**src/rtl/com_tx_pkg.sv**
```systemverilog
// Shared types and constants for the result-word UART transmitter.
// Provides the FSM state type, the end-of-transmission byte and the
// framing constants used by com_result_tx.
package com_tx_pkg;

    typedef enum logic [2:0] {
        IDLE     = 3'd0,
        LOAD     = 3'd1,
        START    = 3'd2,
        DATA     = 3'd3,
        STOP     = 3'd4,
        EOT_LOAD = 3'd5
    } tx_state_t;

    localparam logic [7:0]  EOT_BYTE       = 8'h04;
    localparam int unsigned BYTES_PER_WORD = 4;
    localparam int unsigned BITS_PER_BYTE  = 8;

endpackage

```
**src/rtl/com_result_tx_if.sv**
```systemverilog
// Bus between the communication stage / board pin and com_result_tx.
// Signals:
//   WordValid  one-cycle strobe qualifying WordIn
//   WordIn     result word to send
//   EndFlag    end-of-program level from the CPU
//   Tx         UART line, idle high
//   Busy       frame in progress, words queued or EOT pending
//   FifoFull   word buffer full
//   Overflow   sticky: a word was dropped
//   Done       sticky: EOT byte fully sent
// master: the side producing words (CPU side); slave: the transmitter.
interface com_result_tx_if #(
    parameter int unsigned DATA_W = 32
);
    logic              WordValid;
    logic [DATA_W-1:0] WordIn;
    logic              EndFlag;
    logic              Tx;
    logic              Busy;
    logic              FifoFull;
    logic              Overflow;
    logic              Done;

    modport master (
        output WordValid, WordIn, EndFlag,
        input  Tx, Busy, FifoFull, Overflow, Done
    );

    modport slave (
        input  WordValid, WordIn, EndFlag,
        output Tx, Busy, FifoFull, Overflow, Done
    );
endinterface

```
**src/rtl/sync_fifo.sv**
```systemverilog
// Single-clock FIFO holding result words awaiting transmission.
// Ports:
//   clk, reset  clock, asynchronous active-high reset
//   push        write request; ignored while full (no write-through)
//   pushData    data written on push
//   pop         read request; ignored while empty
//   popData     head entry (valid while not empty)
//   full        registered: count == DEPTH
//   empty       registered: count == 0
//   count       registered occupancy
module sync_fifo #(
    parameter int unsigned WIDTH = 32,
    parameter int unsigned DEPTH = 8
) (
    input  logic                     clk,
    input  logic                     reset,
    input  logic                     push,
    input  logic [WIDTH-1:0]         pushData,
    input  logic                     pop,
    output logic [WIDTH-1:0]         popData,
    output logic                     full,
    output logic                     empty,
    output logic [$clog2(DEPTH):0]   count
);
    localparam int unsigned PTR_W = $clog2(DEPTH);
    localparam int unsigned CNT_W = PTR_W + 1;

    logic [WIDTH-1:0] mem [DEPTH];
    logic [PTR_W-1:0] wrPtr;
    logic [PTR_W-1:0] rdPtr;
    logic [CNT_W-1:0] countNext;
    logic             pushOk;
    logic             popOk;

    // Full/empty come from the registered count, so a pop never frees room
    // for a push in the same cycle.
    always_comb begin
        pushOk    = push && !full;
        popOk     = pop && !empty;
        countNext = count + CNT_W'(pushOk) - CNT_W'(popOk);
    end

    // Pointers wrap naturally because DEPTH is a power of two.
    always_ff @(posedge clk or posedge reset) begin
        if (reset) begin
            wrPtr <= '0;
            rdPtr <= '0;
            count <= '0;
            full  <= 1'b0;
            empty <= 1'b1;
        end else begin
            if (pushOk) wrPtr <= wrPtr + PTR_W'(1);
            if (popOk)  rdPtr <= rdPtr + PTR_W'(1);
            count <= countNext;
            full  <= (countNext == CNT_W'(DEPTH));
            empty <= (countNext == '0);
        end
    end

    // Storage array, no reset needed.
    always_ff @(posedge clk) begin
        if (pushOk) mem[wrPtr] <= pushData;
    end

    assign popData = mem[rdPtr];

endmodule

```
**src/rtl/com_result_tx.sv**
```systemverilog
// Buffers CPU result words and serializes them MSB byte first on a UART 8N1
// line; after a rising EndFlag it sends a single EOT byte once the buffer
// has drained.
// Ports:
//   clk    system clock
//   reset  asynchronous active-high reset (takes effect mid-frame)
//   bus    com_result_tx_if.slave: WordValid/WordIn/EndFlag in,
//          Tx/Busy/FifoFull/Overflow/Done out (all registered)
module com_result_tx
    import com_tx_pkg::*;
#(
    parameter int unsigned CLKS_PER_BIT = 434,
    parameter int unsigned FIFO_DEPTH   = 8,
    parameter int unsigned DATA_W       = 32
) (
    input  logic           clk,
    input  logic           reset,
    com_result_tx_if.slave bus
);
    localparam int unsigned TIMER_W = (CLKS_PER_BIT > 1) ? $clog2(CLKS_PER_BIT) : 1;
    localparam int unsigned CNT_W   = $clog2(FIFO_DEPTH) + 1;
    localparam logic [TIMER_W-1:0] TIMER_RELOAD = TIMER_W'(CLKS_PER_BIT - 1);

    tx_state_t          state, stateNext;
    logic [TIMER_W-1:0] timer, timerNext;
    logic [2:0]         bitCnt, bitCntNext;
    logic [1:0]         byteCnt, byteCntNext;
    logic [DATA_W-1:0]  shiftReg, shiftNext;
    logic [7:0]         byteReg, byteNext;
    logic               isEot, isEotNext;
    logic               endPending, endPendingNext;
    logic               endFlagPrev;
    logic               eotSent;

    logic               txQ, txNext;
    logic               busyQ, busyNext;
    logic               fifoFullQ, fifoFullNext;
    logic               overflowQ, overflowNext;
    logic               doneQ, doneNext;

    logic               fifoPush;
    logic               fifoPop;
    logic [DATA_W-1:0]  fifoPopData;
    logic               fifoFull;
    logic               fifoEmpty;
    logic [CNT_W-1:0]   fifoCount;
    logic [CNT_W-1:0]   countNext;

    sync_fifo #(
        .WIDTH (DATA_W),
        .DEPTH (FIFO_DEPTH)
    ) u_fifo (
        .clk      (clk),
        .reset    (reset),
        .push     (fifoPush),
        .pushData (bus.WordIn),
        .pop      (fifoPop),
        .popData  (fifoPopData),
        .full     (fifoFull),
        .empty    (fifoEmpty),
        .count    (fifoCount)
    );

    // Next-state, datapath and registered-output computation.
    always_comb begin
        stateNext   = state;
        timerNext   = timer;
        bitCntNext  = bitCnt;
        byteCntNext = byteCnt;
        shiftNext   = shiftReg;
        byteNext    = byteReg;
        isEotNext   = isEot;
        doneNext    = doneQ;
        eotSent     = 1'b0;
        fifoPop     = 1'b0;

        case (state)
            IDLE: begin
                // Queued words take priority over a pending EOT.
                if (!fifoEmpty) begin
                    fifoPop     = 1'b1;
                    shiftNext   = fifoPopData;
                    byteCntNext = 2'd0;
                    isEotNext   = 1'b0;
                    stateNext   = LOAD;
                end else if (endPending) begin
                    stateNext = EOT_LOAD;
                end
            end
            LOAD: begin
                byteNext  = shiftReg[DATA_W-1 -: 8];
                shiftNext = {shiftReg[DATA_W-9:0], 8'h00};
                timerNext = TIMER_RELOAD;
                stateNext = START;
            end
            START: begin
                if (timer == '0) begin
                    timerNext  = TIMER_RELOAD;
                    bitCntNext = 3'd0;
                    stateNext  = DATA;
                end else begin
                    timerNext = timer - TIMER_W'(1);
                end
            end
            DATA: begin
                if (timer == '0) begin
                    timerNext = TIMER_RELOAD;
                    if (bitCnt == 3'(BITS_PER_BYTE - 1)) begin
                        stateNext = STOP;
                    end else begin
                        bitCntNext = bitCnt + 3'd1;
                    end
                end else begin
                    timerNext = timer - TIMER_W'(1);
                end
            end
            STOP: begin
                if (timer == '0) begin
                    if (isEot) begin
                        doneNext  = 1'b1;
                        eotSent   = 1'b1;
                        isEotNext = 1'b0;
                        stateNext = IDLE;
                    end else if (byteCnt != 2'(BYTES_PER_WORD - 1)) begin
                        byteCntNext = byteCnt + 2'd1;
                        stateNext   = LOAD;
                    end else begin
                        stateNext = IDLE;
                    end
                end else begin
                    timerNext = timer - TIMER_W'(1);
                end
            end
            EOT_LOAD: begin
                byteNext  = EOT_BYTE;
                isEotNext = 1'b1;
                timerNext = TIMER_RELOAD;
                stateNext = START;
            end
            default: begin
                stateNext = IDLE;
            end
        endcase

        // Tx is registered, so it is derived from the state being entered.
        case (stateNext)
            START:   txNext = 1'b0;
            DATA:    txNext = byteNext[bitCntNext];
            default: txNext = 1'b1;
        endcase

        // A fresh rising edge wins over the clear from a just-finished EOT.
        endPendingNext = (endPending && !eotSent) || (bus.EndFlag && !endFlagPrev);

        fifoPush     = bus.WordValid && !fifoFull;
        overflowNext = overflowQ || (bus.WordValid && fifoFull);
        countNext    = fifoCount + CNT_W'(fifoPush) - CNT_W'(fifoPop);
        fifoFullNext = (countNext == CNT_W'(FIFO_DEPTH));
        busyNext     = (stateNext != IDLE) || (countNext != '0) || endPendingNext;
    end

    // State and output registers.
    always_ff @(posedge clk or posedge reset) begin
        if (reset) begin
            state       <= IDLE;
            timer       <= '0;
            bitCnt      <= 3'd0;
            byteCnt     <= 2'd0;
            shiftReg    <= '0;
            byteReg     <= 8'h00;
            isEot       <= 1'b0;
            endPending  <= 1'b0;
            endFlagPrev <= 1'b0;
            txQ         <= 1'b1;
            busyQ       <= 1'b0;
            fifoFullQ   <= 1'b0;
            overflowQ   <= 1'b0;
            doneQ       <= 1'b0;
        end else begin
            state       <= stateNext;
            timer       <= timerNext;
            bitCnt      <= bitCntNext;
            byteCnt     <= byteCntNext;
            shiftReg    <= shiftNext;
            byteReg     <= byteNext;
            isEot       <= isEotNext;
            endPending  <= endPendingNext;
            endFlagPrev <= bus.EndFlag;
            txQ         <= txNext;
            busyQ       <= busyNext;
            fifoFullQ   <= fifoFullNext;
            overflowQ   <= overflowNext;
            doneQ       <= doneNext;
        end
    end

    assign bus.Tx       = txQ;
    assign bus.Busy     = busyQ;
    assign bus.FifoFull = fifoFullQ;
    assign bus.Overflow = overflowQ;
    assign bus.Done     = doneQ;

endmodule

```
**src/flat_wrapper.sv**
```systemverilog
// flat-port wrapper written by rule: the top's interface ports become plain ports
module com_result_tx_flat import com_tx_pkg::*;
#(
    parameter int unsigned CLKS_PER_BIT = 434,
    parameter int unsigned FIFO_DEPTH   = 8,
    parameter int unsigned DATA_W       = 32
)
  (clk, reset, bus_WordValid, bus_WordIn, bus_EndFlag, bus_Tx, bus_Busy, bus_FifoFull, bus_Overflow, bus_Done);
  com_result_tx_if #(.DATA_W(DATA_W)) bus_i ();
  input  logic clk;
  input  logic reset;
  input wire logic [$bits(bus_i.WordValid)-1:0] bus_WordValid;
  input wire logic [$bits(bus_i.WordIn)-1:0] bus_WordIn;
  input wire logic [$bits(bus_i.EndFlag)-1:0] bus_EndFlag;
  output wire logic [$bits(bus_i.Tx)-1:0] bus_Tx;
  output wire logic [$bits(bus_i.Busy)-1:0] bus_Busy;
  output wire logic [$bits(bus_i.FifoFull)-1:0] bus_FifoFull;
  output wire logic [$bits(bus_i.Overflow)-1:0] bus_Overflow;
  output wire logic [$bits(bus_i.Done)-1:0] bus_Done;
  assign bus_i.WordValid = bus_WordValid;
  assign bus_i.WordIn = bus_WordIn;
  assign bus_i.EndFlag = bus_EndFlag;
  assign bus_Tx = bus_i.Tx;
  assign bus_Busy = bus_i.Busy;
  assign bus_FifoFull = bus_i.FifoFull;
  assign bus_Overflow = bus_i.Overflow;
  assign bus_Done = bus_i.Done;
  com_result_tx #(.CLKS_PER_BIT(CLKS_PER_BIT), .FIFO_DEPTH(FIFO_DEPTH), .DATA_W(DATA_W)) u_core (.clk(clk), .reset(reset), .bus(bus_i));
endmodule
```
**config.mk**
```make
export PLATFORM = sky130hd
export DESIGN_NAME = com_result_tx_flat
export DESIGN_NICKNAME = d
export VERILOG_FILES = /design/src/rtl/com_tx_pkg.sv /design/src/rtl/com_result_tx_if.sv /design/src/rtl/sync_fifo.sv /design/src/rtl/com_result_tx.sv /design/src/flat_wrapper.sv
export SDC_FILE = /design/constraint.sdc
export NUM_CORES = 1
export LEC_CHECK = 0
export CAP_MARGIN = 15
export CELL_PAD_IN_SITES_DETAIL_PLACEMENT = 1
export CELL_PAD_IN_SITES_GLOBAL_PLACEMENT = 2
export CORE_MARGIN = 2
export CORE_UTILIZATION = 51
export DETAILED_ROUTE_END_ITERATION = 8
export GPL_TIMING_DRIVEN = 0
export PLACE_DENSITY = 0.9
export SYNTH_ARGS = -nofsm -noshare
export SYNTH_HDL_FRONTEND = slang
export SYNTH_SLANG_ARGS = --single-unit
```
**constraint.sdc**
```tcl
create_clock -name clk -period 7 [get_ports clk]
set_input_delay 0.7 -clock clk [delete_from_list [all_inputs] [get_ports clk]]
set_output_delay 0.7 -clock clk [all_outputs]
set_load 0.02 [all_outputs]
```
==> impl_metrics.tcl, run 1 <==
set metrics [dict create \
    start_util_pct 52.1 \
    stdcell_area_um2 15300 \
    netlist_instances 726 \
    grt_pass1_wl_um 47400 \
    cellInternalPower_uw 3680 \
    fin_ws_ns 3.43 \
    p_comb_share_pct 11.3 \
    clkTransAtPathRegs_ns 0.06 \
    grt_overflow 0 \
    synth_flop_cell "edfxtp_1" \
    die-area_um2 27000 \
    grt_pass1_vias 7877 \
    worstPathArrival_ns 3.94 \
    critical_path_class "flip-flop to flip-flop" \
    syn_avg_cell_area_um2 18.1 \
    layout_commonest_cell "edfxtp_1" \
    synthDistinctLibCells 53 \
    dp_hpwl_um 19800 \
    cts_buffers 34 \
    worst_slew_pin_slew_ns 1.08 \
    rr_endpoint "u_core.bus.Busy" \
    diodes 0 \
    cts.sinks 333 \
    ios 41 \
    wl_per_cell_um 26.1 \
    worstSetupEndpointType "flip-flop" \
    clockBufferDepth 3 \
    synth_edf_count 256 \
    cts-resized-gates 0 \
    worstReg2RegStart "u_core.state[0]" \
    hp-start "u_core.bus.Overflow" \
    syn_area_um2 13100 \
    clock_power_share_pct 37.1 \
    final_cell_mix "edfxtp_1, dfrtp_1, mux4_2, o21ai_0, clkdlybuf4s50_1" \
    path_max_fanout 7 \
    syn_nets 773 \
    p_sw_uw 1140 \
    antenna_found_initial 0 \
    fin_crit_ns 3.57 \
    max_freq_ghz 0.280 \
    nets 864 \
    ff2ff_path_depth 13 \
    setup_viol 0 \
    reg2reg_slack_ns 3.43 \
    rows 58 \
    pwr-share-seq_pct 51.6 \
    cp-endpoint "u_core.bus.Busy" \
    root_buffer "clkbuf_16" \
    insertion_delay_ns 0.51 \
    ir_drop_mv 0.208 \
    final_hold_viol_count 0 \
    holdCritPathClass "flip-flop to flip-flop" \
    crit_start "u_core.state[0]" \
    timing.final.crit_share_pct 50.9 \
    drv_cap 0 \
    slew_headroom_pct 27.8 \
    placed_area_um2 14200 \
    area_delta_synth_final_pct 16.9 \
    p_leak_uw 0.00531 \
    swShare_pct 23.6 \
    slew_viol_final 0 \
    pre_cts_ws_ns 3.27 \
    fin_tns_setup_ns 0 \
    final_core_util_pct 60.8 \
    drive_gt1_share_pct 18.4 \
    ys_seq_elements 333 \
    place.port_buffers 40 \
    track_usage_pct 24.0 \
    drt-initial-drc-count 576 \
    wl_um 30600 \
    postCtsSetupBuffers 0 \
    vias 7098 \
    htree_levels 2 \
    synth_seq_area_share_pct 73.3 \
    viasPerCell 6.06 \
    synth-async-reset-ratio_pct 23.1 \
    drc 0 \
    status "completed" \
    power_density_nw_per_um2 315 \
    tritoncts "done" \
    ys_warn_count 0 \
    die_x_um 164 \
    finClkSkew_ns 0.0211 \
    rsz0062_at_grt "false" \
    fin_worst_hold_slack_ns 0.459 \
    holdBufCountCts 0 \
    cp.required_ns 7.38 \
    critPathLaunchType "flip-flop" \
    die_h_um 164 \
    grt_max_degree 68 \
    ant_nets 0 \
    drt_first_pass_iters 5 \
    core_area_um2 25200 \
    gp_congestion 0.810 \
]
worst min path at each step:
| stage | endpoint | slack (ns) | cells after the start |
|---|---|---|---|
| after floorplan | u_core.byteCnt[1] | 0.45 | 2 |
| after global placement | u_core.bus.Overflow | 0.44 | 1 |
| after detailed placement | u_core.bus.Done | 0.46 | 1 |
| after CTS | u_core.u_fifo.count[2] | 0.47 | 2 |
| after global routing | u_core.u_fifo.count[2] | 0.48 | 2 |
| final | u_core.bus.Overflow | 0.46 | 1 |
cells in the mapped netlist (2+ instances only):
| master | instances | area share (%) |
|---|---|---|
| xor2_1 | 4 | 0.27 |
| o31ai_1 | 3 | 0.17 |
| a21o_1 | 2 | 0.11 |
| a22oi_1 | 25 | 1.4 |
| a31oi_1 | 4 | 0.19 |
| o21ai_0 | 46 | 1.8 |
| o21a_1 | 2 | 0.11 |
| inv_1 | 18 | 0.52 |
| nand3_1 | 14 | 0.53 |
| ha_1 | 10 | 0.95 |
| dfstp_2 | 2 | 0.40 |
| mux2i_1 | 34 | 2.6 |
| buf_1 | 9 | 0.26 |
| nor4_1 | 3 | 0.14 |
| a21oi_1 | 7 | 0.27 |
| nor3_1 | 5 | 0.19 |
| mux4_2 | 64 | 11 |
| and2_1 | 3 | 0.14 |
| and3_1 | 2 | 0.095 |
| dfrtp_1 | 75 | 14 |
| or3_1 | 2 | 0.095 |
| o22ai_1 | 3 | 0.14 |
| edfxtp_1 | 256 | 59 |
| mux2_2 | 4 | 0.34 |
| xnor2_1 | 7 | 0.47 |
| or2_2 | 2 | 0.095 |
| nor2_1 | 23 | 0.66 |
| clkbuf_1 | 23 | 0.66 |
| nand4_1 | 2 | 0.095 |
| buf_2 | 3 | 0.11 |
| nand2b_1 | 7 | 0.33 |
| nor2b_1 | 8 | 0.38 |
| nand2_1 | 34 | 0.97 |
per-stage QoR:
stage | cells | power [µW]
finish | 1171 | 4820
floorplan | 726 | 2780
global placement | 1096 | 2940
CTS | 1171 | 4860
detailed placement | 1111 | 3070
global route | 1171 | 4980
cells by family after synthesis:
| kind of cell | Yosys count | synth area share [%] |
|---|---|---|
| flip-flops | 333 | 73.3 |
| AND/OR/NAND/NOR | 112 | 4.27 |
| AO/OA/AOI/OAI | 102 | 4.95 |
| multiplexers | 102 | 13.9 |
| buffers and inverters | 55 | 1.66 |
| XOR/XNOR | 11 | 0.735 |
| adder cells (fa/ha/maj) | 11 | 1.11 |
power groups by stage:
stage / Combinational, µW / Clock, µW / Sequential, µW
6_report: 545 / 1790 / 2490
5_1_grt: 591 / 1890 / 2510
4_1_cts: 553 / 1820 / 2490
3_5_place_dp: 545 / 0 / 2520
3_3_place_gp: 424 / 0 / 2520
2_1_floorplan: 278 / 0 / 2500
layout make-up:
type,count,area [µm²]
Fill cell,2192,9860
Sequential cell,333,9620
Multi-Input combinational cell,338,3330
Clock buffer,47,961
Timing Repair Buffer,55,642
Tap cell,330,413
Buffer,36,146
Clock inverter,13,138
Inverter,19,73.8
routing by layer:
| metal | share of wire (%) | track usage [%] | wire length (µm) |
|---|---|---|---|
| met4 | 3.7 | 9.57 | 1140 |
| met5 | 0 | 0 | 0 |
| met2 | 52 | 41.1 | 15800 |
| met3 | 4.1 | 3.26 | 1270 |
| met1 | 41 | 31.3 | 12400 |
sequential cells by signal, summed over array words and instances, names as in the netlist, 2 cells and up:
name                 flops
u_core.shiftReg         32
u_core.byteCnt           2
u_core.timer             9
u_core.u_fifo.wrPtr      3
u_core.byteReg           8
u_core.u_fifo.mem      256
u_core.u_fifo.count      4
u_core.bitCnt            3
u_core.u_fifo.rdPtr      3
u_core.state             3
worst max-delay path, cell delays in order, from the launching register on:
cell      delay, ns
dfrtp_1        0.40
or2_2          0.36
or3_1          0.39
clkbuf_1       0.22
inv_1          0.28
ha_1           0.29
inv_1          0.06
ha_1           0.18
inv_1          0.06
fa_1           0.51
inv_1          0.06
or3_1          0.39
nor2_1         0.17
nand2_1        0.07
No activity file was read; power rests on OpenSTA's default activity.
==> run 2: changes to the inputs <==
--- a/config.mk
+++ b/config.mk
@@ -9,10 +9,10 @@
 export CELL_PAD_IN_SITES_DETAIL_PLACEMENT = 1
 export CELL_PAD_IN_SITES_GLOBAL_PLACEMENT = 2
 export CORE_MARGIN = 2
-export CORE_UTILIZATION = 51
+export CORE_UTILIZATION = 42
 export DETAILED_ROUTE_END_ITERATION = 8
 export GPL_TIMING_DRIVEN = 0
-export PLACE_DENSITY = 0.9
+export PLACE_DENSITY = 0.8
 export SYNTH_ARGS = -nofsm -noshare
 export SYNTH_HDL_FRONTEND = slang
 export SYNTH_SLANG_ARGS = --single-unit
==> constraint.sdc (replaced) <==
create_clock -name clk -period 2.95 [get_ports clk]
set_input_delay 0.295 -clock clk [delete_from_list [all_inputs] [get_ports clk]]
set_output_delay 0.295 -clock clk [all_outputs]
set_load 0.02 [all_outputs]
==> run 2 against run 1 <==
Global-route usage fell by 5.6 points. Hold slack lost 0.40 ns. Setup slack worse by 3.3 ns. Critical path depth shrank 1. Critical path type unchanged. Wire length is 3.9% lower. Critical endpoint unchanged. Maximum frequency is 25% higher.
==> impl_metrics.tcl, run 2 (synthesis gave the netlist of run 1 again) <==
set metrics [dict create \
    grt_pass1_wl_um 45400 \
    holdCritPathClass "input pin to async pin" \
    largestRegisters "u_core.u_fifo.mem (256), u_core.shiftReg (32), u_core.timer (9)" \
    insertion_delay_ns 0.52 \
    fin_cells 1237 \
    viasPerCell 5.62 \
    power.total_uw 11300 \
    dp_hpwl_um 19200 \
    fill_cells 2838 \
    swShare_pct 24.1 \
    cp_top_family "simple AND/OR/NAND/NOR gates" \
    die_h_um 181 \
    ir_drop_mv 0.493 \
    max_freq_ghz 0.352 \
    pwr-share-seq_pct 52.1 \
    largest_reg_flops 256 \
    slew_headroom_pct 29.3 \
    worst_slew_pin_slew_ns 1.06 \
    final_cell_mix "edfxtp_1, dfrtp_1, mux4_2, o21ai_0, clkdlybuf4s50_1" \
    regMostFlops "u_core.u_fifo.mem" \
    wl_per_cell_um 23.7 \
    cts.sinks 333 \
    drive_gt1_share_pct 19.9 \
    crit_start "u_core.state[1]" \
    gp_congestion 0.783 \
    setup_viol 0 \
    root_buffer "clkbuf_16" \
    worstPathArrival_ns 3.23 \
    die_x_um 181 \
    clockBufferDepth 3 \
    path_max_fanout 4 \
    diodes 0 \
    cp_cell_sequence "or2_4, or3_4, inv_8, ha_4, inv_2, ha_4, inv_2, fa_1, inv_1, or3_4, nor2_4, nand2_1" \
    ios 41 \
    area_delta_synth_final_pct 18.1 \
    stdcell_area_um2 15500 \
    timing.final.crit_share_pct 96.4 \
    drt_first_pass_iters 6 \
    drc 0 \
    final_hold_viol_count 0 \
    worstSetupEndpointType "flip-flop" \
    core_area_um2 30700 \
    cellInternalPower_uw 8600 \
    critPathLaunchType "flip-flop" \
    cts_buffers 35 \
    reg2reg_slack_ns 0.11 \
    worstReg2RegStart "u_core.state[1]" \
    grt_max_degree 68 \
    power_density_nw_per_um2 732 \
    cp.required_ns 3.33 \
    slew_viol_final 0 \
    crit_slowest_cell "fa_1" \
    fin_crit_ns 2.84 \
    fin_tns_setup_ns 0 \
    slowest_delay_ns 0.53 \
    start_util_pct 42.8 \
    critical_path_class "flip-flop to flip-flop" \
    grt_overflow 0 \
    wl_um 29400 \
    htree_levels 2 \
    drv_cap 0 \
    layout_commonest_cell "edfxtp_1" \
    placed_area_um2 14300 \
    p_sw_uw 2730 \
    finClkSkew_ns 0.0214 \
    placed_cells 1173 \
    antenna_found_initial 0 \
    place.port_buffers 40 \
    die-area_um2 32600 \
    grt_pass1_vias 7541 \
    track_usage_pct 18.4 \
    clkTransAtPathRegs_ns 0.06 \
    tritoncts "done" \
    drt-initial-drc-count 543 \
    p_comb_share_pct 11.8 \
    crit_buf_inv 4 \
    nets 865 \
    status "completed" \
    ant_nets 0 \
    vias 6949 \
    rows 64 \
    clock_power_share_pct 36.1 \
    p_leak_uw 0.00531 \
]
## run 2: cell types whose count changed in the layout (fill, tap and decap cells not counted), moves of 4 or more
cell / change
inv_2: +4
inv_1: -5
buf_16: +4
buf_6: -7
buf_4: +6
## run 2: metrics by stage
step	hold slack, ns	worst slack, ns	utilization [%]
final	0.0641	0.106	50.5
after floorplan	0.326	0.0189	-
after global placement	0.439	-1.85	45.7
after global routing	0.0755	-0.0119	50.5
after CTS	0.0522	0.0202	50.3
after detailed placement	0.470	-0.623	46.7
## run 2: layout make-up
cell class / count / area [µm²] / share of cell area (%)
Clock buffer: 48 / 955 / 6.16
Timing Repair Buffer: 57 / 703 / 4.54
Multi-Input combinational cell: 338 / 3390 / 21.9
Tap cell: 396 / 495 / 3.20
Sequential cell: 333 / 9620 / 62.1
Inverter: 19 / 81.3 / 0.525
Clock inverter: 12 / 103 / 0.662
Buffer: 34 / 141 / 0.913
## run 2: path summary, 6_finish.rpt
path                                     endpoint  cells after the start
setup / recovery                  u_core.bus.Busy                     12
max in group asynchronous           u_core.bus.Tx                      3
hold reg to reg               u_core.bus.Overflow                      1
hold / removal             u_core.u_fifo.wrPtr[1]                      2
setup reg to reg                  u_core.bus.Busy                     12
min in group clk               u_core.endFlagPrev                      1
## run 2: repair_timing
action / in CTS / in global routing
hold buffers: 0 / 0
endpoints found under the setup margin: 7 / 25
hold endpoints to repair: 0 / 0
gates resized for setup: 8 / 13
buffers inserted: 2 / 4
pin swaps: 1 / 6
## run 2: worst register-to-register path: stages, from the launching register on
cell	delay (ns)
dfrtp_1	0.40
or2_4	0.27
or3_4	0.39
inv_8	0.09
ha_4	0.19
inv_2	0.06
ha_4	0.13
inv_2	0.04
fa_1	0.53
inv_1	0.05
or3_4	0.41
nor2_4	0.12
nand2_1	0.05
## run 2: power groups by stage
stage / clock [µW] / combinational, µW / sequential [µW]
after floorplan: 0 / 662 / 5930
after global placement: 0 / 1040 / 5980
after detailed placement: 0 / 1310 / 6000
after CTS: 4180 / 1340 / 5900
after global routing: 4360 / 1450 / 5950
final: 4090 / 1340 / 5900
## run 2: metal layers
layer  part of all wire [%]  routed length (µm)  GRT usage [%]  vias to the layer above
li1                       -                   -              -                     3057
met1                     42               12300           24.4                     3673
met2                     52               15200           31.7                      165
met3                    4.2                1230           2.59                       54
met4                    2.2                 635           5.16                        0
met5                      0                   0              0                        -
